**config.mk**
```make
export PLATFORM = sky130hd
export DESIGN_NAME = sync_fifo
export DESIGN_NICKNAME = d
export VERILOG_FILES = /design/src/rtl/sync_fifo_pkg.sv /design/src/rtl/sync_fifo_mem.sv /design/src/rtl/sync_fifo.sv
export SDC_FILE = /design/constraint.sdc
export NUM_CORES = 1
export LEC_CHECK = 0
export ABC_AREA = 1
export CAP_MARGIN = 10
export CORE_MARGIN = 2
export CORE_UTILIZATION = 60
export DETAILED_ROUTE_END_ITERATION = 8
export PLACE_DENSITY_LB_ADDON = 0.25
export SLEW_MARGIN = 20
export SYNTH_ARGS = -nofsm -noshare
export SYNTH_HDL_FRONTEND = slang
export SYNTH_SLANG_ARGS = --single-unit
```
**constraint.sdc**
```tcl
create_clock -name clk -period 3.3 [get_ports clk]
set_input_delay 0.66 -clock clk [delete_from_list [all_inputs] [get_ports clk]]
set_output_delay 0.66 -clock clk [all_outputs]
set_load 0.01 [all_outputs]
```
**src/rtl/sync_fifo_pkg.sv**
```systemverilog
// Shared types for the single-clock show-ahead FIFO.
// Bundles the four occupancy flags so the top decodes them in one place.
package sync_fifo_pkg;

    typedef struct packed {
        logic full;
        logic afull;
        logic empty;
        logic aempty;
    } fifo_flags_t;

endpackage

```
**src/rtl/sync_fifo_mem.sv**
```systemverilog
// Storage array for sync_fifo: one synchronous write port, one asynchronous read port.
// Contents are deliberately left unreset; the pointers alone define validity.
module sync_fifo_mem #(
    parameter int DSIZE = 8,
    parameter int ASIZE = 4
) (
    input  logic             clk,
    input  logic             we,
    input  logic [ASIZE-1:0] waddr,
    input  logic [DSIZE-1:0] wdata,
    input  logic [ASIZE-1:0] raddr,
    output logic [DSIZE-1:0] rdata
);

    localparam int DEPTH = 1 << ASIZE;

    logic [DSIZE-1:0] mem_r [DEPTH];

    // Write port: store the pushed word at the write address.
    always_ff @(posedge clk) begin
        if (we) begin
            mem_r[waddr] <= wdata;
        end
    end

    assign rdata = mem_r[raddr];

endmodule

```
**src/rtl/sync_fifo.sv**
```systemverilog
// Single-clock show-ahead FIFO of 2**ASIZE words; the head word is always on rdata.
// Pointers carry one extra wrap bit so full and empty are distinguishable.
module sync_fifo
    import sync_fifo_pkg::*;
#(
    parameter int DSIZE = 8,
    parameter int ASIZE = 4
) (
    input  logic             clk,
    input  logic             rst,
    input  logic             winc,
    input  logic [DSIZE-1:0] wdata,
    output logic             wfull,
    output logic             awfull,
    input  logic             rinc,
    output logic [DSIZE-1:0] rdata,
    output logic             rempty,
    output logic             arempty
);

    localparam int DEPTH = 1 << ASIZE;
    localparam logic [ASIZE:0] AFULL_LVL  = (ASIZE+1)'(DEPTH - 1);
    localparam logic [ASIZE:0] AEMPTY_LVL = (ASIZE+1)'(1);
    localparam logic [ASIZE:0] PTR_ONE    = (ASIZE+1)'(1);

    logic [ASIZE:0] wptr_r;
    logic [ASIZE:0] rptr_r;
    logic [ASIZE:0] count_s;
    logic           do_push_s;
    logic           do_pop_s;
    fifo_flags_t    flags_s;

    // Overflow pushes and underflow pops are simply not accepted.
    assign do_push_s = winc && !flags_s.full;
    assign do_pop_s  = rinc && !flags_s.empty;

    // Pointer registers: advance on accepted push/pop, cleared by async reset.
    always_ff @(posedge clk or posedge rst) begin
        if (rst) begin
            wptr_r <= '0;
            rptr_r <= '0;
        end else begin
            if (do_push_s) begin
                wptr_r <= wptr_r + PTR_ONE;
            end
            if (do_pop_s) begin
                rptr_r <= rptr_r + PTR_ONE;
            end
        end
    end

    // Flag decode from the registered pointers; count wraps modulo 2**(ASIZE+1).
    always_comb begin
        flags_s = '0;
        count_s = wptr_r - rptr_r;
        flags_s.empty  = (wptr_r == rptr_r);
        flags_s.full   = (wptr_r[ASIZE] != rptr_r[ASIZE]) &&
                         (wptr_r[ASIZE-1:0] == rptr_r[ASIZE-1:0]);
        flags_s.afull  = (count_s >= AFULL_LVL);
        flags_s.aempty = (count_s <= AEMPTY_LVL);
    end

    assign wfull   = flags_s.full;
    assign awfull  = flags_s.afull;
    assign rempty  = flags_s.empty;
    assign arempty = flags_s.aempty;

    sync_fifo_mem #(
        .DSIZE (DSIZE),
        .ASIZE (ASIZE)
    ) u_mem (
        .clk   (clk),
        .we    (do_push_s && !rst),
        .waddr (wptr_r[ASIZE-1:0]),
        .wdata (wdata),
        .raddr (rptr_r[ASIZE-1:0]),
        .rdata (rdata)
    );

endmodule

```
---- Yosys cells after proc, flatten, opt, wreduce, memory -nomap -nowiden ----
Memory sizes are Yosys's and may differ from the RTL's.
Cells that the tools add are included.
storage, ports and cells
  register bits after elaboration ......... 10
  bits in writable memories ............... 128
  bits of input ports ..................... 12
  output and inout port bits .............. 12
  word-level logic and storage cells ...... 20
  memories kept ........................... 1
memories
  memory       depth  width  read ports  clocked after memory_dff  write ports  RTL line             RTL
  u_mem.mem_r  16     8      1           0                         1            sync_fifo_mem.sv:17  logic [DSIZE-1:0] mem_r [DEPTH];
cells by class
  add/sub/neg operators ................... 3
  magnitude comparators ................... 2
  eq/ne operators ......................... 3
  muxes and demuxes ....................... 2
  reductions and logical operators ........ 7
operators by type and width
  operator                                                           count
  adder 5 x 1 -> 5 bit, second input constant                        2
  equality test 5 bit                                                1
  greater-or-equal comparator 5 x 4 -> 1 bit, second input constant  1
  less-or-equal comparator 5 x 1 -> 1 bit, second input constant     1
  subtractor 5 bit                                                   1
  equality test 4 bit                                                1
  logical AND 1 bit                                                  4
  zero test 1 bit                                                    3
  2-to-1 mux 1 bit                                                   2
  != test 1 bit                                                      1

---- Depth between registers and ports, before layout ----
  depth after elaboration ................. 7
  depth in mapped cells ................... 10
  mapped depth without buffers ............ 10

---- Hierarchy ----
Synthesis repeated with hierarchy kept, for this count alone.
second synthesis, totals
  cells, all modules ...................... 651
  area, all modules ....................... 6,402.4 um^2
modules (own cells, without submodules)
  module         instances  cells each  area each (um^2)  sequential area each (um^2)
  sync_fifo_mem  1          543         5,606.6           3,843.7
  sync_fifo      1          108         795.8             250.2

---- Worst setup path before layout ----
Ideal clock, no wire load.
  path kind ............................... register to output
  start ................................... register rptr_r[1]
  end ..................................... output port arempty
  arrival time ............................ 1.794 ns
  required time ........................... 2.640 ns
  slack ................................... 0.846 ns
  stages on the path, launching flop included .. 9
  path buffers ............................ 2
  cells stage by stage .................... dfrtp_1 buf_4 clkinv_1 buf_4 fa_1 xor2_1 nor2_1 nand3_1 nor2_1
between the ends
  longest elaborated chain between the ends .. 2
ends and longest elaborated chain
  element                                  RTL line         RTL
  from (decl)                              sync_fifo.sv:27  logic [ASIZE:0] rptr_r;
  from (signal assigned)                   sync_fifo.sv:47  rptr_r <= rptr_r + PTR_ONE;
  subtractor 5 bit                         sync_fifo.sv:55  count_s = wptr_r - rptr_r;
  less-or-equal comparator 5 x 1 -> 1 bit  sync_fifo.sv:60  flags_s.aempty = (count_s <= AEMPTY_LVL);
  to (decl)                                sync_fifo.sv:18  output logic arempty
No other way between the ends.

---- Worst setup path in the final report ----
  start ................................... register rptr_r[0]
  end ..................................... output port rdata[2]
between the ends
  longest elaborated chain between the ends .. 1
ends and longest elaborated chain
  element                   RTL line         RTL
  memory read (16 x 8 bit)  n/a
  to (decl)                 sync_fifo.sv:16  output logic [DSIZE-1:0] rdata,
No other way between the ends.

==> results.md <==
* Clock-pin slew on the worst setup and hold paths at 0.06 ns
* Synth top area share at 61.3%
* CTS tree: built
* Via Count at 4443
* Most common cell after layout, fill and taps aside: nand2_1
* Mean Syn Cell Area at 9.78 µm²
* Global route total overflow at 0
* Setup Crit Path Kind: register to output pin
* Leakage at 3.22 nW
* GPL Wtd Cong at 0.899
* Post-route insts no fill at 837
* Clock Tree Buf Depth at 2
* Syn Inst Count at 641
* RSZ-0062 raised after global routing: false
* Net Switching at 2.42 mW
* Seq pwr share at 30.8%
* TNS Setup at 0 ns
* Least-Margin Pin Slew at 0.851 ns
* Comb power frac at 37.4%
* TritonCTS Buffers at 17
* Ys Warns at 0
* Layout cells sized above 1 at 9.70%
* Largest net degree at the start of global routing at 38
* Post-CTS Hold Buffers at 0
* Post-DP HPWL at 8.50 mm
* Slew headroom at 43.0%
* Clock root cell: clkbuf_8
* Final hold violations at 0
* Initial core utilization at 61.3%
* Total power draw at 6.97 mW
* Fmax at 0.316 GHz
* Die area at 11300 µm²
* Vias per inst at 5.31
* Routed Antenna Nets at 0
* Distinct cells, synth at 22
* Die Wd at 106 µm
* CTS H-tree depth at 4
* # DRC at 0
* Setup violators final at 0
* Power per cell area at 931 nW/µm²
* Syn nets at 663
* Reg2Reg Launch Point: rptr_r[2]$_DFFE_PP0P_
* First-pass GRT wire length at 22.0 mm
* Most frequent cells in the layout: 254 x nand2_1, 128 x edfxtp_1, 70 x nor2_1, 63 x nand3_1, 60 x inv_1
* Die Y at 106 µm
* Nets at 710
* Sw Share at 34.8%
* DRT Pass-1 Iters at 5
* Area grow syn2layout at 19.4%
* Min-delay worst type: input port to asynchronous set/reset pin
* Final worst path period share at 96.0%
* Tmin final at 3.17 ns
* GRT Total Usage at 26.8%
* Routed Wire Length at 14.1 mm
* FF-to-FF setup slack at 0.80 ns
* Worst setup SP type: register
* Run status: complete, no violations
* Post-Syn Area at 6270 µm²
* Worst-Skew Late Latency at 0.53 ns
* Max-Cap Viols at 0
* WL/cell at 16.9 µm
* Clk sinks at 138
* Setup Skew at 0.00839 ns
* Crit Reg-Reg Endpoint: u_mem.mem_r[2][6]$_DFFE_PP_
* Crit Path Max Fanout at 26
* Yosys reg bits at 138
* Ant. Diodes at 0
* Sequential fraction of the synthesis area at 65.3%
* Number of global-route vias before repair at 4245
* Site Rows at 37
* Clk network pwr share at 31.7%
* Setup crit end kind: output pin
* Port bufs at 23
* Crit path DAT at 2.51 ns
* Initial antenna violation count at 0
* DP Cell Count at 800
* R2R cell count at 7
* Synth area leader: edfxtp_1
* Core footprint at 10200 µm²
* Top post-synthesis cells by area: edfxtp_1 61%, nand2_1 15%, nand3_1 5.0%
* WP data required at 2.64 ns
* P_int at 4.54 mW
* Maximum vdd drop at 0.613 mV
* Initial DRC count at 321
* Top-level port count at 24
* Max Slew Vio Count at 0
## synthesized netlist by cell type
library cell,count
clkbuf_1,8
fa_1,1
xor2_1,4
edfxtp_1,128
nand2_2,1
nand3_4,1
nand3_1,63
ha_1,9
nor2_1,71
a21oi_1,2
clkinv_1,3
a21boi_0,1
inv_1,61
o21ai_0,2
nand2_1,254
buf_2,10
dfrtp_1,10
buf_8,1
xnor2_1,4
buf_4,4
nor2_4,1
inv_2,2
## power by group through the flow
stage,Clock [mW],Combinational (mW),Sequential [mW]
floorplan,0,1.61,2.14
global placement,0,2.35,2.19
detailed placement,0,2.43,2.20
CTS,2.22,2.55,2.14
global route,2.30,2.88,2.16
finish,2.21,2.61,2.15
## stage by stage
stage / util, % / worst slack [ns] / hold WS, ns / cell area, µm²
after CTS: 72.9 / 0.00130 / 0.508 / 7450
final: 73.2 / 0.131 / 0.510 / 7490
after global placement: 65.6 / 0.514 / 0.533 / 6720
after detailed placement: 65.6 / 0.443 / 0.552 / 6720
after floorplan: - / 0.846 / 0.516 / 6270
after global routing: 73.2 / 0.00207 / 0.540 / 7490
## layout make-up
class | count | area, µm²
clock buffer | 18 | 418
clock inverter | 14 | 273
sequential | 138 | 4100
timing repair buffer | 51 | 463
inverter | 66 | 250
fill | 691 | 2750
multi-input combinational | 414 | 1820
tap | 136 | 170
## how the worst max path moves through the flow
| stage | from | cells past startpoint | end | slack (ns) |
|---|---|---|---|---|
| after detailed placement | rptr_r[0]$_DFFE_PP0P_ | 9 | awfull | 0.44 |
| final | rptr_r[0]$_DFFE_PP0P_ | 10 | rdata[2] | 0.13 |
| after global routing | rptr_r[0]$_DFFE_PP0P_ | 10 | rdata[4] | 0.002 |
| after CTS | rptr_r[2]$_DFFE_PP0P_ | 7 | rempty | 0.001 |
| after global placement | rptr_r[0]$_DFFE_PP0P_ | 9 | awfull | 0.51 |
| after floorplan | rptr_r[1]$_DFFE_PP0P_ | 8 | arempty | 0.85 |
## flip-flops by register name, summed over array words and instances, names as in the netlist
signal,cells
u_mem.mem_r,128
rptr_r,5
wptr_r,5
## layer usage
layer / vias up / global-route usage, % / part of all wire [%]
met5: - / 0 / 0
met4: 0 / 12.1 / 2.8
met3: 33 / 5.89 / 7.5
met2: 180 / 43.1 / 49
met1: 2080 / 35.1 / 41
li1: 2150 / - / -
## critical path: stages, from the launching register on
cell	delay, ns
dfrtp_2	0.45
buf_4	0.17
inv_2	0.08
buf_8	0.20
nand2_1	0.08
nand3_1	0.09
nand2_1	0.07
nor2_1	0.10
nand2_1	0.09
nand2_1	0.10
clkdlybuf4s50_1	0.54
## cells by family after synthesis
kind of cell | Yosys count | share of synthesized area, %
AND/OR/NAND/NOR | 391 | 25.1
flip-flops | 138 | 65.3
buffers and inverters | 89 | 5.95
adder cells (fa/ha/maj) | 10 | 2.12
XOR/XNOR | 8 | 1.12
AO/OA/AOI/OAI | 5 | 0.439
## repair_timing
item,in CTS,in global routing
gates cloned,0,0
setup buffers,5,0
endpoints found under the setup margin,3,10
gates resized for setup,3,11
pin swaps,0,1
Note: power is estimated with default switching activity, not from simulation.
